`config.mk`:
```
export PLATFORM = sky130hd
export DESIGN_NAME = instr_fetch_queue
export DESIGN_NICKNAME = d
export VERILOG_FILES = /design/src/rtl/instr_fetch_queue.sv
export SDC_FILE = /design/constraint.sdc
export NUM_CORES = 1
export LEC_CHECK = 0
export BUFFER_PORTS_ARGS = -buffer_cell sky130_fd_sc_hd__buf_2
export CORE_MARGIN = 8
export CORE_UTILIZATION = 48
export CTS_CLUSTER_SIZE = 20
export DETAILED_ROUTE_END_ITERATION = 10
export PLACE_DENSITY = 0.68
export SYNTH_ARGS = -nofsm -noshare
export SYNTH_HDL_FRONTEND = slang
export SYNTH_SLANG_ARGS = --single-unit
```
`constraint.sdc`:
```
create_clock -name clk -period 3.85 [get_ports clk]
set_input_delay 0.5775 -clock clk [delete_from_list [all_inputs] [get_ports clk]]
set_output_delay 0.5775 -clock clk [all_outputs]
set_load 0.01 [all_outputs]
```
`src/rtl/instr_fetch_queue.sv`:
```
// Purpose: in-order circular FIFO of (pc, instr) pairs between fetch and decode, discarded on PC redirect.
// Latency: a pushed pair is visible at the head one cycle after its push edge; there is no bypass.
// Backpressure: in_ready drops at full, fetch_stall rises one slot early; both are derived from registered count only.
module instr_fetch_queue #(
  parameter int PC_WIDTH   = 32,
  parameter int DATA_WIDTH = 32,
  parameter int DEPTH      = 4
) (
  input  logic                     clk,
  input  logic                     rst,
  input  logic                     flush,
  input  logic                     in_valid,
  input  logic [PC_WIDTH-1:0]      in_pc,
  input  logic [DATA_WIDTH-1:0]    in_instr,
  output logic                     in_ready,
  output logic                     fetch_stall,
  output logic                     out_valid,
  output logic [PC_WIDTH-1:0]      out_pc,
  output logic [DATA_WIDTH-1:0]    out_instr,
  input  logic                     out_ready,
  output logic [$clog2(DEPTH):0]   count
);

  localparam int PW = $clog2(DEPTH);
  localparam int CW = PW + 1;
  localparam logic [CW-1:0] FULL_CNT   = CW'(DEPTH);
  localparam logic [CW-1:0] ALMOST_CNT = CW'(DEPTH - 1);

  logic [PC_WIDTH-1:0]   pc_mem    [DEPTH];
  logic [DATA_WIDTH-1:0] instr_mem [DEPTH];
  logic [PW-1:0]         wr_ptr;
  logic [PW-1:0]         rd_ptr;
  logic                  push;
  logic                  pop;

  // Handshake and status decode; flush masks both sides so a redirect cycle moves nothing.
  always_comb begin
    in_ready    = (count != FULL_CNT);
    fetch_stall = (count >= ALMOST_CNT);
    out_valid   = (count != '0) && !flush;
    out_pc      = pc_mem[rd_ptr];
    out_instr   = instr_mem[rd_ptr];
    push        = in_valid && in_ready && !flush;
    pop         = out_valid && out_ready;
  end

  // Pointer and occupancy update; reset beats flush, flush beats push/pop.
  always_ff @(posedge clk) begin
    if (rst) begin
      wr_ptr <= '0;
      rd_ptr <= '0;
      count  <= '0;
    end else if (flush) begin
      wr_ptr <= '0;
      rd_ptr <= '0;
      count  <= '0;
    end else begin
      if (push) wr_ptr <= wr_ptr + PW'(1);
      if (pop)  rd_ptr <= rd_ptr + PW'(1);
      if (push && !pop)      count <= count + CW'(1);
      else if (pop && !push) count <= count - CW'(1);
    end
  end

  // Entry storage; cleared on reset, left stale (but unreachable) on flush.
  always_ff @(posedge clk) begin
    if (rst) begin
      for (int i = 0; i < DEPTH; i++) begin
        pc_mem[i]    <= '0;
        instr_mem[i] <= '0;
      end
    end else if (push) begin
      pc_mem[wr_ptr]    <= in_pc;
      instr_mem[wr_ptr] <= in_instr;
    end
  end

endmodule

```
# [After elaboration in Yosys (flattened, before gate mapping)]
# Memories as Yosys holds them, arrays and structs flattened. A register that Yosys moved wholly into a read port is not among the register bits.
# Cells that the tools add are included.
[totals] input_bits=69 n_memories=2 output_inout_bits=70 wordCells=42 regBits=7 mem_bits_rw=256 latchBits=0 rom_bits=0
[op_classes] n_mul=0 muxes=17 magnitude_cmp=1 n_addsub=4 eq_ne=1 n_reduce_logical=14 shifts=0 n_bitwise=0 div_mod_pow=0
[mem_list] name="instr_mem" words=4 width=32 read_ports=1 rd_clocked_by_memory_dff=1 write_ports=4 line_no="30" rtl="logic [DATA_WIDTH-1:0] instr_mem [DEPTH];"
[mem_list] name="pc_mem" words=4 width=32 read_ports=1 rd_clocked_by_memory_dff=1 write_ports=4 line_no="29" rtl="logic [PC_WIDTH-1:0] pc_mem [DEPTH];"
[op_table] cell="two-way mux 32 bit" count=2
[op_table] cell="OR reduction 32 bit" count=2
[op_table] cell="two-way mux 2 bit" count=6
[op_table] cell="two-way mux 1 bit" count=7
[op_table] cell="logical AND 1 bit" count=6
[op_table] cell="two-way mux 3 bit" count=2
[op_table] cell="adder 2 x 1 -> 2 bit, second input constant" count=2
[op_table] cell="adder 3 x 1 -> 3 bit, second input constant" count=1
[op_table] cell=">= comparator 3 x 2 -> 1 bit, second input constant" count=1
[op_table] cell="logical NOT 1 bit" count=3
[op_table] cell="inequality test 3 bit, second input constant" count=1
[op_table] cell="nonzero test 3 bit" count=1
[op_table] cell="subtractor 3 x 1 -> 3 bit, second input constant" count=1
[op_table] cell="nonzero test 2 bit" count=1
[op_table] cell="OR reduction 2 bit" count=1

# [Longest topological paths before layout]
[depth] ltp_word=8 mapped_depth=9 ltp_nobuf=8

# [Least setup slack after synthesis]
# Ideal clock, no wire load.
[synth_timing] path_type="input to register" start="input flush" end="memory instr_mem[0][0], enable pin" required_time_ns=3.429 path_buffers=1 path_slack_ns=0.870 path_stages=4 arrival_time_ns=2.559 setup_time_ns=0.421 cell_sequence="clkbuf_1 > nand2b_4 > nor2_1 > a21o_1"
[synth_rtl] element="start: declaration" line_no="11" rtl="input logic flush,"
[synth_rtl] element="end: declaration" line_no="30"

==> impl_metrics.py <==
metrics = {
    "die": {
        "die_h_um": 170.8,
        "rows": 56,
        "core_area_um2": 23470,
        "dieArea_um2": 29180,
        "die_w_um": 170.8,
        "ios": 139,
        "start_util": 0.4901,
    },
    "power_and_ir_drop": {
        "power_mw": 6.377,
        "ir_drop_mv": 0.2757,
        "p_per_area_nw_per_um2": 478.5,
        "cellLeakagePower_nw": 5.626,
    },
    "timing": {
        "hold_slack_ns": 0.3598,
        "fin_crit_ns": 2.860,
        "grt_setup_unrepaired": "false",
        "timing.final.ws_setup_ns": 0.9896,
        "tightest_slew_ns": 1.019,
        "fmax_mhz": 349.6,
        "skew_ns": 0.006356,
        "maxSlewViolCount": 0,
        "fin_tns_setup_ns": 0,
        "relSlewSlack": 0.3207,
        "hold_viol": 0,
        "setup_viol": 0,
        "timing.final.crit_share": 0.7430,
    },
    "detailed_routing": {
        "ant_nets": 0,
        "drt-total-wl_mm": 24.88,
        "drt-pass1-iter-count": 4,
        "drt-initial-drc-count": 515,
        "dr_total_vias": 6460,
        "viasPerCell": 5.662,
        "post_drt_wl_per_cell_um": 21.81,
        "drc": 0,
    },
    "cts": {
        "cts_buffers": 27,
        "cts_root_buf": "clkbuf_16",
        "cts_setup_buffers": 0,
        "clk_latency_ns": 0.53,
        "path_clk_slew_ns": 0.06,
        "cts_sinks": 265,
        "h-tree-depth": 1,
        "cts_hold_buf": 0,
        "cts_buffer_depth": 3,
        "cts_resized": 0,
        "cts_tree": "built",
    },
    "grt": {
        "grt_pass1_wl_mm": 38.49,
        "antenna_found_initial": 5,
        "gr-total-overflow": 0,
        "grt_pass1_vias": 7083,
        "grt_usage": 0.1693,
        "grt_max_degree": 258,
    },
    "logic_synthesis": {
        "synth-compound-area-share": 0.007179,
        "synthArstFlopShare": 0,
        "synthSimpleGateAreaFrac": 0.1513,
        "ys_warn_count": 0,
        "ys_seq_area_frac": 0.6839,
        "synth_top_family_by_area": "simple AND/OR/NAND/NOR gates",
        "synth-edff-count": 256,
        "avgSynthCellArea_um2": 16.62,
        "synth_flop_cell": "edfxtp_1",
        "syn-num-nets": 763,
        "synth-adder-area-share": 0.002828,
        "syn_inst": 692,
        "netlist_area_um2": 11500,
        "synth_cell_types": 30,
        "synth_xor_area_frac": 0.002284,
        "synth_mux_area_frac": 0.1270,
        "ys_ff_latch": 265,
    },
    "layout": {
        "fin_nets": 871,
        "final_util": 0.5678,
        "area_growth_pct": 15.86,
        "layout-drive-gt1-share": 0.3143,
        "nFillCells": 1789,
    },
    "worst_setup_path": {
        "crit_type": "reg -> out",
        "cp-end-kind": "primary output",
        "cp-start-kind": "flop",
        "worst_ep_required_time_ns": 3.27,
        "cp.arrival_ns": 2.28,
        "critPathMaxFanout": 17,
    },
    "flow_run": {
        "cap_violations": 0,
    },
    "place": {
        "portBuffers": 138,
        "place_congestion": 0.7462,
        "dp_slack_ns": 1.060,
        "dp_hpwl_mm": 13.48,
    },
    "hold_path": {
        "min_path_type": "in -> reg",
    },
    "status": {
        "status": "complete, no violations",
    },
}
-- state kept, by name (all words and copies together), names as in the netlist, named ones only --
name	cells
count	3
instr_mem	128
pc_mem	128
rd_ptr	2
wr_ptr	2
-- stage by stage --
step                      cell area, um^2  cells
after detailed placement            12440   1090
after floorplan                     11500    692
after CTS                           13330   1140
after global placement              12440   1090
final                               13330   1141
after global routing                13330   1141
-- critical path, stage by stage (launching register included) --
cell and delay, ns:
dfxtp_4 0.57, buf_4 0.43, mux4_2 0.58, buf_2 0.16
-- cell usage after synthesis, types with 2 or more instances --
| library cell | count | area share |
|---|---|---|
| edfxtp_1 | 256 | 0.67 |
| and3_1 | 192 | 0.10 |
| and2_1 | 64 | 0.035 |
| mux4_2 | 64 | 0.13 |
| buf_2 | 33 | 0.014 |
| clkbuf_1 | 32 | 0.010 |
| dfxtp_1 | 9 | 0.016 |
| a21o_1 | 5 | 0.0033 |
| nand2_1 | 4 | 0.0013 |
| nor2_1 | 4 | 0.0013 |
| nor3_1 | 4 | 0.0017 |
| xor2_1 | 3 | 0.0023 |
| inv_1 | 2 | 0.00065 |
| mux2i_1 | 2 | 0.0017 |
| nor2b_1 | 2 | 0.0011 |
| or3_1 | 2 | 0.0011 |
-- area by class of cell --
class                           instances  area (um^2)  area share
Multi-Input combinational cell        360         3396      0.2548
Tap cell                              319        399.1     0.02995
Timing Repair Buffer                  144        760.7     0.05708
Clock inverter                         19        196.4     0.01474
Antenna cell                            1        2.502   0.0001878
Inverter                                2        7.507   0.0005633
Sequential cell                       265         7875      0.5909
Clock buffer                           31        690.7     0.05182
-- placed cells by master (no fill, tap or decap), drive strengths merged --
cell,Yosys,routed
dfxtp,9,9
clkinvlp,0,2
inv,2,3
or3,2,2
o311ai,1,1
clkinv,0,12
buf,33,144
nor2b,2,2
clkbuf,32,31
nor3,5,5
o2bb2ai,1,1
diode,0,1
and3,192,192
mux4,64,64
o31ai,1,1
nor3b,2,2
a21boi,1,1
mux2i,2,2
edfxtp,256,256
o211ai,1,1
nand2,4,4
fa,1,1
a21o,5,5
bufinv,0,4
and2,64,64
nand2b,1,1
nor2,4,4
or2,1,1
ha,1,1
or4,1,1
xor2,3,3
o21ai,1,1
-- kinds of logic after synthesis --
family	after synthesis
AO/OA/AOI/OAI	11
XOR/XNOR	3
adder cells (fa/ha/maj)	2
buffers and inverters	67
flip-flops	265
multiplexers	66
AND/OR/NAND/NOR	278
-- where the power goes --
group / internal, mW / switching, mW / leakage [nW] / total [mW]
registers: 3.30 / 0.0415 / 2.74 / 3.34
clock network: 1.55 / 1.05 / 0.425 / 2.61
logic: 0.175 / 0.257 / 2.46 / 0.432
-- worst paths after layout --
path              depth (start not counted)       from  slack [ns]      endpoint
setup / recovery                          3       flop        0.99     out_pc[8]
hold / removal                            2   in_pc[0]        0.36  pc_mem[3][0]
setup reg to reg                          8   count[0]        1.23      count[2]
hold reg to reg                           2  rd_ptr[0]        0.53     rd_ptr[0]
-- metal layers --
metal  part of all wire  global-route usage  routed length (um)  up-vias
met3              0.058             0.03503                1452       38
met5             0.0016                   0                  39        -
li1                   -                   -                   -     2935
met1               0.41              0.2115               10100     3288
met2               0.52              0.2969               12880      191
met4              0.016             0.04386                 406        8
Note: power is estimated with default switching activity, not from simulation.
